<file path="src/rtl/alu_cmd_sequencer.sv">
// alu_cmd_sequencer: valid/ready command front end for the 16-bit combinational ALU breadboard.
// Define ALU_ILLEGAL_OP_CHECK_EN to answer opcodes outside 0100..1000 with an error instead of issuing them.
module alu_cmd_sequencer #(
    parameter int SETTLE_CYCLES = 2,
    parameter int CNT_W         = 8
) (
    input  logic             clk,
    input  logic             rst,
    input  logic             cmd_valid,
    output logic             cmd_ready,
    input  logic [3:0]       cmd_op,
    input  logic [15:0]      cmd_a,
    input  logic [15:0]      cmd_b,
    input  logic             cmd_use_acc,
    output logic [3:0]       alu_opcode,
    output logic [15:0]      alu_a,
    output logic [15:0]      alu_b,
    input  logic [32:0]      alu_c,
    input  logic [1:0]       alu_error,
    output logic             rsp_valid,
    input  logic             rsp_ready,
    output logic [32:0]      rsp_c,
    output logic [1:0]       rsp_error,
    output logic [32:0]      acc,
    output logic [CNT_W-1:0] ovf_cnt,
    output logic [CNT_W-1:0] dz_cnt
);

    typedef enum logic [1:0] {
        ST_IDLE = 2'd0,
        ST_HOLD = 2'd1,
        ST_RESP = 2'd2
    } state_t;

    localparam logic [3:0] SETTLE_LOAD = 4'(SETTLE_CYCLES - 1);

    state_t      r_state;
    state_t      w_state_nxt;
    logic [3:0]  r_cnt;
    logic        w_accept;
    logic        w_capture;
    logic        w_op_legal;
    logic [15:0] w_b_sel;

    function automatic logic [CNT_W-1:0] sat_inc(input logic [CNT_W-1:0] v, input logic en);
        if (en && (v != {CNT_W{1'b1}})) begin
            return v + CNT_W'(1);
        end
        return v;
    endfunction

`ifdef ALU_ILLEGAL_OP_CHECK_EN
    assign w_op_legal = (cmd_op >= 4'b0100) && (cmd_op <= 4'b1000);
`else
    assign w_op_legal = 1'b1;
`endif

    // Feedback operand: only the low half of the accumulator is meaningful to a 16-bit ALU.
    assign w_b_sel = cmd_use_acc ? acc[15:0] : cmd_b;

    always_comb begin
        w_state_nxt = r_state;
        cmd_ready   = 1'b0;
        rsp_valid   = 1'b0;
        w_accept    = 1'b0;
        w_capture   = 1'b0;
        case (r_state)
            ST_IDLE: begin
                // Held low while reset is asserted so no command is offered during reset.
                cmd_ready = rst;
                if (cmd_valid) begin
                    w_accept    = 1'b1;
                    w_state_nxt = w_op_legal ? ST_HOLD : ST_RESP;
                end
            end
            ST_HOLD: begin
                if (r_cnt == 4'd0) begin
                    w_capture   = 1'b1;
                    w_state_nxt = ST_RESP;
                end
            end
            ST_RESP: begin
                rsp_valid = 1'b1;
                if (rsp_ready) begin
                    w_state_nxt = ST_IDLE;
                end
            end
            default: begin
                w_state_nxt = ST_IDLE;
            end
        endcase
    end

    always_ff @(posedge clk) begin
        if (!rst) begin
            r_state <= ST_IDLE;
        end else begin
            r_state <= w_state_nxt;
        end
    end

    always_ff @(posedge clk) begin
        if (!rst) begin
            r_cnt      <= 4'd0;
            alu_opcode <= 4'd0;
            alu_a      <= 16'd0;
            alu_b      <= 16'd0;
            rsp_c      <= 33'd0;
            rsp_error  <= 2'd0;
            acc        <= 33'd0;
            ovf_cnt    <= '0;
            dz_cnt     <= '0;
        end else begin
            if (w_accept && w_op_legal) begin
                alu_opcode <= cmd_op;
                alu_a      <= cmd_a;
                alu_b      <= w_b_sel;
                r_cnt      <= SETTLE_LOAD;
            end
            if ((r_state == ST_HOLD) && (r_cnt != 4'd0)) begin
                r_cnt <= r_cnt - 4'd1;
            end
            if (w_capture) begin
                rsp_c     <= alu_c;
                rsp_error <= alu_error;
                acc       <= alu_c;
                ovf_cnt   <= sat_inc(ovf_cnt, alu_error[0]);
                dz_cnt    <= sat_inc(dz_cnt, alu_error[1]);
            end
`ifdef ALU_ILLEGAL_OP_CHECK_EN
            // Rejected opcode: answer immediately, ALU inputs, acc and counters untouched.
            if (w_accept && !w_op_legal) begin
                rsp_c     <= 33'd0;
                rsp_error <= 2'b11;
            end
`endif
        end
    end

endmodule

</file>
<file path="config.mk">
export PLATFORM = sky130hd
export DESIGN_NAME = alu_cmd_sequencer
export DESIGN_NICKNAME = d
export VERILOG_FILES = /design/src/rtl/alu_cmd_sequencer.sv
export SDC_FILE = /design/constraint.sdc
export NUM_CORES = 1
export LEC_CHECK = 0
export CORE_AREA = 5 5 92 86
export CTS_BUF_LIST = sky130_fd_sc_hd__clkbuf_4 sky130_fd_sc_hd__clkbuf_8 sky130_fd_sc_hd__clkbuf_16
export DETAILED_ROUTE_END_ITERATION = 16
export DIE_AREA = 0 0 97 91
export DONT_BUFFER_PORTS = 1
export PLACE_DENSITY = 0.74
export SKIP_LAST_GASP = 1
export SLEW_MARGIN = 20
export SYNTH_ARGS = -nofsm -noshare
export SYNTH_HDL_FRONTEND = slang
export SYNTH_SLANG_ARGS = --single-unit
</file>
<file path="constraint.sdc">
create_clock -name clk -period 1.8 [get_ports clk]
set_input_delay 0.27 -clock clk [delete_from_list [all_inputs] [get_ports clk]]
set_output_delay 0.27 -clock clk [all_outputs]
set_load 0.02 [all_outputs]
</file>
After elaboration in Yosys (flattened, before gate mapping)
Index checks and enable logic that the tools add are counted.
Word-level totals
  logic and storage cells: 50
  output and inout port bits: 122
  register bits after elaboration: 93
Cells by class
  $add $sub $neg: 3
  reductions and logical operators: 10
  mux-type cells: 21
  equality and inequality tests: 7
Operators by type and width (number)
  $add A8 B1 Y8 const B: 2
  $mux W16: 1
  $mux W8: 2
  $ne A8 B8 Y1 const B: 2
  $mux W1: 12
  $mux W4: 2
  $mux W2: 3
  $ne A2 B2 Y1 const B: 3
  $pmux W2 S3: 1
  $logic_not A4 Y1: 1
  $reduce_and A2 Y1: 2
  $reduce_bool A4 Y1: 1
  $sub A4 B1 Y4 const B: 1
  $logic_and A1 B1 Y1: 3
  $reduce_and A3 Y1: 1
  $eq A2 B1 Y1 const B: 1
  $eq A2 B2 Y1 const B: 1
  $logic_not A2 Y1: 1
  $reduce_bool A2 Y1: 1

Depth between registers and ports, before layout
  depth in word-level cells: 6
  gate-level depth with buffers: 8
  mapped depth without buffers: 6

Worst setup path after synthesis
Ideal clock, no wire load.
  path kind: register -> register
  start point: reg r_cnt[0]
  end point: reg ovf_cnt[6]
  arrival: 1.608 ns
  cell stages (with the launch flop): 8
  slack: 0.121 ns
  path buffers: 1
  clock period less this slack: 1.679 ns
  required time: 1.730 ns
  path through: dfxtp_1 > inv_1 > ha_1 > nor3b_4 > nand3_2 > buf_6 > or4_1 > a21oi_1
Between the ends
  longest elaborated chain between the ends: 4
Ends and longest elaborated chain
  from (decl): RTL line 39  | logic [3:0] r_cnt;
  from (signal assigned): RTL line 121  | r_cnt <= r_cnt - 4'd1;
  $logic_not A4 Y1: RTL line 77  | if (r_cnt == 4'd0) begin
  $mux W1: RTL line 77
  $mux W1: RTL line 67  | case (r_state)
  $reduce_and A2 Y1 (no source line)
  to (signal assigned): RTL line 127  | ovf_cnt <= sat_inc(ovf_cnt, alu_error[0]);
  to (decl): RTL line 25  | output logic [CNT_W-1:0] ovf_cnt,
Every way passes these cells.
A chain may end at the register's enable or synchronous reset.

Worst setup path after layout
  start point: reg r_cnt[0]
  end point: reg dz_cnt[3]
Between the ends
  longest elaborated chain between the ends: 4
Ends and longest elaborated chain
  $logic_not A4 Y1: RTL line 77
  $mux W1: RTL line 77
  $mux W1: RTL line 67
  $reduce_and A2 Y1 (no source line)
  to (signal assigned): RTL line 128  | dz_cnt <= sat_inc(dz_cnt, alu_error[1]);
  to (decl): RTL line 26  | output logic [CNT_W-1:0] dz_cnt
Every way passes these cells.

==> key figures <==
Hold path
  – Worst min-delay path startpoint: rst
  – Hold endpoint: r_cnt[1]
  – Min-Delay Path Class: in2reg
  – Hold depth: 1

Logic synthesis
  – Post-synth EDFFs: 0
  – Yosys Warn Count: 0
  – Synth Area per Inst: 8.29 um2
  – Post-synthesis register bit count: 93
  – Post-synth top flop: dfxtp_1
  – Syn nets: 556
  – Fraction of registers with async set/reset: 0%
  – Synth cell types: 42
  – Sequential area share after synthesis: 47.1%
  – Synth Cell Area: 3960 um2
  – Gate Count Post-Synth: 477

Routing
  – Number of DRC markers in iteration 0: 182
  – Vias: 3135
  – Routed WL per cell: 17.4 um
  – Vias per inst: 5.64
  – Final Routed Wirelength: 9700 um
  – First-pass iteration count of the detailed router: 4
  – Antenna viol nets, final: 0
  – Drt drc: 0

GRT
  – Largest net degree at the start of global routing: 34
  – Initial antenna violation count: 0
  – Total GRT Usage: 21.0%
  – Number of global-route vias before repair: 2907
  – First-pass GRT wire length: 15200 um
  – Total gr overflow: 0

Clock network
  – CTS Buf Count: 9
  – Clock Tree Root: clkbuf_8
  – Clk slew on worst S/H paths: 0.09 ns
  – Clk sink count: 93
  – CTS max path bufs: 2
  – Hold_buf cts: 0
  – H-Tree Level Count: 3
  – Clk_lat worst skew: 0.35 ns
  – TritonCTS clock tree: built

Worst setup path
  – Critical Path End Type: flip-flop
  – R2R depth: 7
  – R2r setup slk: 0.07 ns
  – WS Path Type: reg2reg
  – Crit path DAT: 2.03 ns
  – Startpoint Class: flip-flop
  – Reg2Reg Launch Point: r_cnt[0]
  – Reg-to-Reg End: dz_cnt[3]
  – Critical Path Fanout Max: 8
  – WP data required: 2.10 ns

Layout
  – Share of post-route cells with drive strength above 1: 14.7%
  – Final core occ: 61.8%
  – Final non-filler cell total: 556
  – Filler instances: 618
  – Design area: 4240 um2
  – Nets@finish: 537
  – Syn-to-layout area delta: 7.21%
  – N_diodes: 0

STA
  – Worst Skew: 0.00777 ns
  – Setup Viol. Count Final: 0
  – Setup TNS Final: 0 ns
  – Worst-margin pin slew: 0.517 ns
  – Max_slew headroom: 65.5%
  – Max Freq: 0.578 GHz
  – RSZ-0062 raised after global routing: true
  – Fin crit share: 96.2%
  – Final WS setup: 0.0691 ns
  – Slew Limit Fails: 0
  – Min Tclk post-route: 1.73 ns
  – Hold slack: 0.0328 ns
  – Final Hold Violating Endpoints: 0

Die
  – Die ar.: 8830 um2
  – Boundary Pins: 198
  – Core area: 6860 um2
  – Die height: 91 um
  – Rows: 29
  – Die width: 97 um
  – Starting Density: 57.7%

Placed design
  – Post-DP HPWL: 7110 um
  – I/O Buffers: 0
  – Placed cell count: 535
  – Routability cong.: 0.854
  – Placed Area: 3930 um2
  – Pre-CTS setup slack: -0.0522 ns

Status
  – Status: finished clean

Power
  – VDD IR-drop max: 0.671 mV
  – Static Leak: 1.55 nW
  – Total power: 4.57 mW
  – Power per cell area: 1080 nW/um2

Job
  – # Max-Cap Violations: 0
## timing repair
action / 4_1_cts / 5_1_grt
setup buffers: 1 / 3
cloned: 0 / 1
pin swaps: 1 / 4
endpoints found under the setup margin: 5 / 13
endpoints found under the hold margin: 0 / 0
resized for setup: 3 / 11
## synth_stat cells, types with 2 or more instances
cell type	number	area, um2
and4_1	2	17.5
nand2b_1	5	31.3
buf_4	33	248
a211oi_1	16	120
nor3_1	4	20.0
or3_1	2	12.5
dfxtp_1	93	1860
nand2_1	119	447
o311ai_0	2	17.5
o41ai_1	4	35.0
inv_1	4	15.0
o31ai_1	4	30.0
a21oi_1	69	345
nand3_1	9	45.0
and3_1	2	12.5
and2_1	2	12.5
buf_1	2	7.51
nor2b_1	3	18.8
o21ai_0	6	30.0
buf_2	7	35.0
nor2_1	22	82.6
ha_1	3	37.5
or4_1	6	45.0
nor4_1	3	18.8
mux2i_1	19	190
clkbuf_1	20	75.1
## kinds of logic (layout without fill, tap and decap cells)
| family | after synthesis | after routing | share of synthesized area (%) |
|---|---|---|---|
| AND/OR/NAND/NOR | 189 | 189 | 21.7 |
| AO/OA/AOI/OAI | 104 | 104 | 15.2 |
| flip-flops | 93 | 93 | 47.1 |
| buffers and inverters | 68 | 54 | 10.0 |
| multiplexers | 19 | 19 | 4.81 |
| adder cells (fa/ha/maj) | 3 | 3 | 0.949 |
| XOR/XNOR | 1 | 1 | 0.221 |
## per-layer routing
layer,global-route usage (%),routed length (um)
met1,24.3,3870
met4,3.63,73
met3,10.2,936
met2,35.7,4810
met5,0,0
## state kept, by name, indices dropped and copies added (netlist names)
name,flops
rsp_error,2
alu_b,16
dz_cnt,8
ovf_cnt,8
alu_opcode,4
alu_a,16
acc,33
r_state,2
r_cnt,4
## worst max-delay path: stages, from the launching register on
cell     delay, ns
dfxtp_2       0.34
inv_2         0.07
ha_4          0.13
nor3b_4       0.27
nand3_2       0.12
buf_6         0.15
or4_4         0.48
a21oi_2       0.12
## placed cells by master (no fill, tap or decap), types with 3 or more instances in the layout
master,synthesis,layout
o21ai_0,6,6
o41ai_1,4,3
nand2b_1,5,5
dfxtp_2,0,3
clkbuf_8,0,10
a211oi_1,16,16
o31ai_1,4,4
mux2i_1,19,19
inv_2,1,3
dfxtp_1,93,90
a21oi_1,69,68
nand3_1,9,8
nand2_1,119,119
or4_1,6,5
nor3_1,4,4
nor2_1,22,22
buf_4,33,29
nor4_1,3,3
## power breakdown
part / total [mW] / switching [mW] / internal (mW)
Combinational: 0.497 / 0.294 / 0.203
Clock: 1.57 / 0.736 / 0.832
Sequential: 2.50 / 0.315 / 2.19
Total: 4.57 / 1.34 / 3.22
## cell type report
type	count	area (um2)	area share, %
Sequential cell	93	1870	44.0
Multi-Input combinational cell	316	1730	40.9
Timing Repair Buffer	33	274	6.46
Clock buffer	10	138	3.25
Tap cell	93	116	2.74
Clock inverter	6	93.8	2.21
Inverter	5	18.8	0.443
## how the worst max path moves through the flow
stage	from	slack, ns	depth (start not counted)	to
global placement	r_cnt[0]	0.04	7	dz_cnt[3]
CTS	r_cnt[0]	0.02	7	dz_cnt[3]
global route	r_cnt[1]	-0.02	7	dz_cnt[3]
detailed placement	r_cnt[0]	-0.05	7	dz_cnt[3]
finish	r_cnt[0]	0.07	7	dz_cnt[3]
floorplan	r_cnt[0]	0.12	7	ovf_cnt[6]
Note: power is estimated with default switching activity, not from simulation.
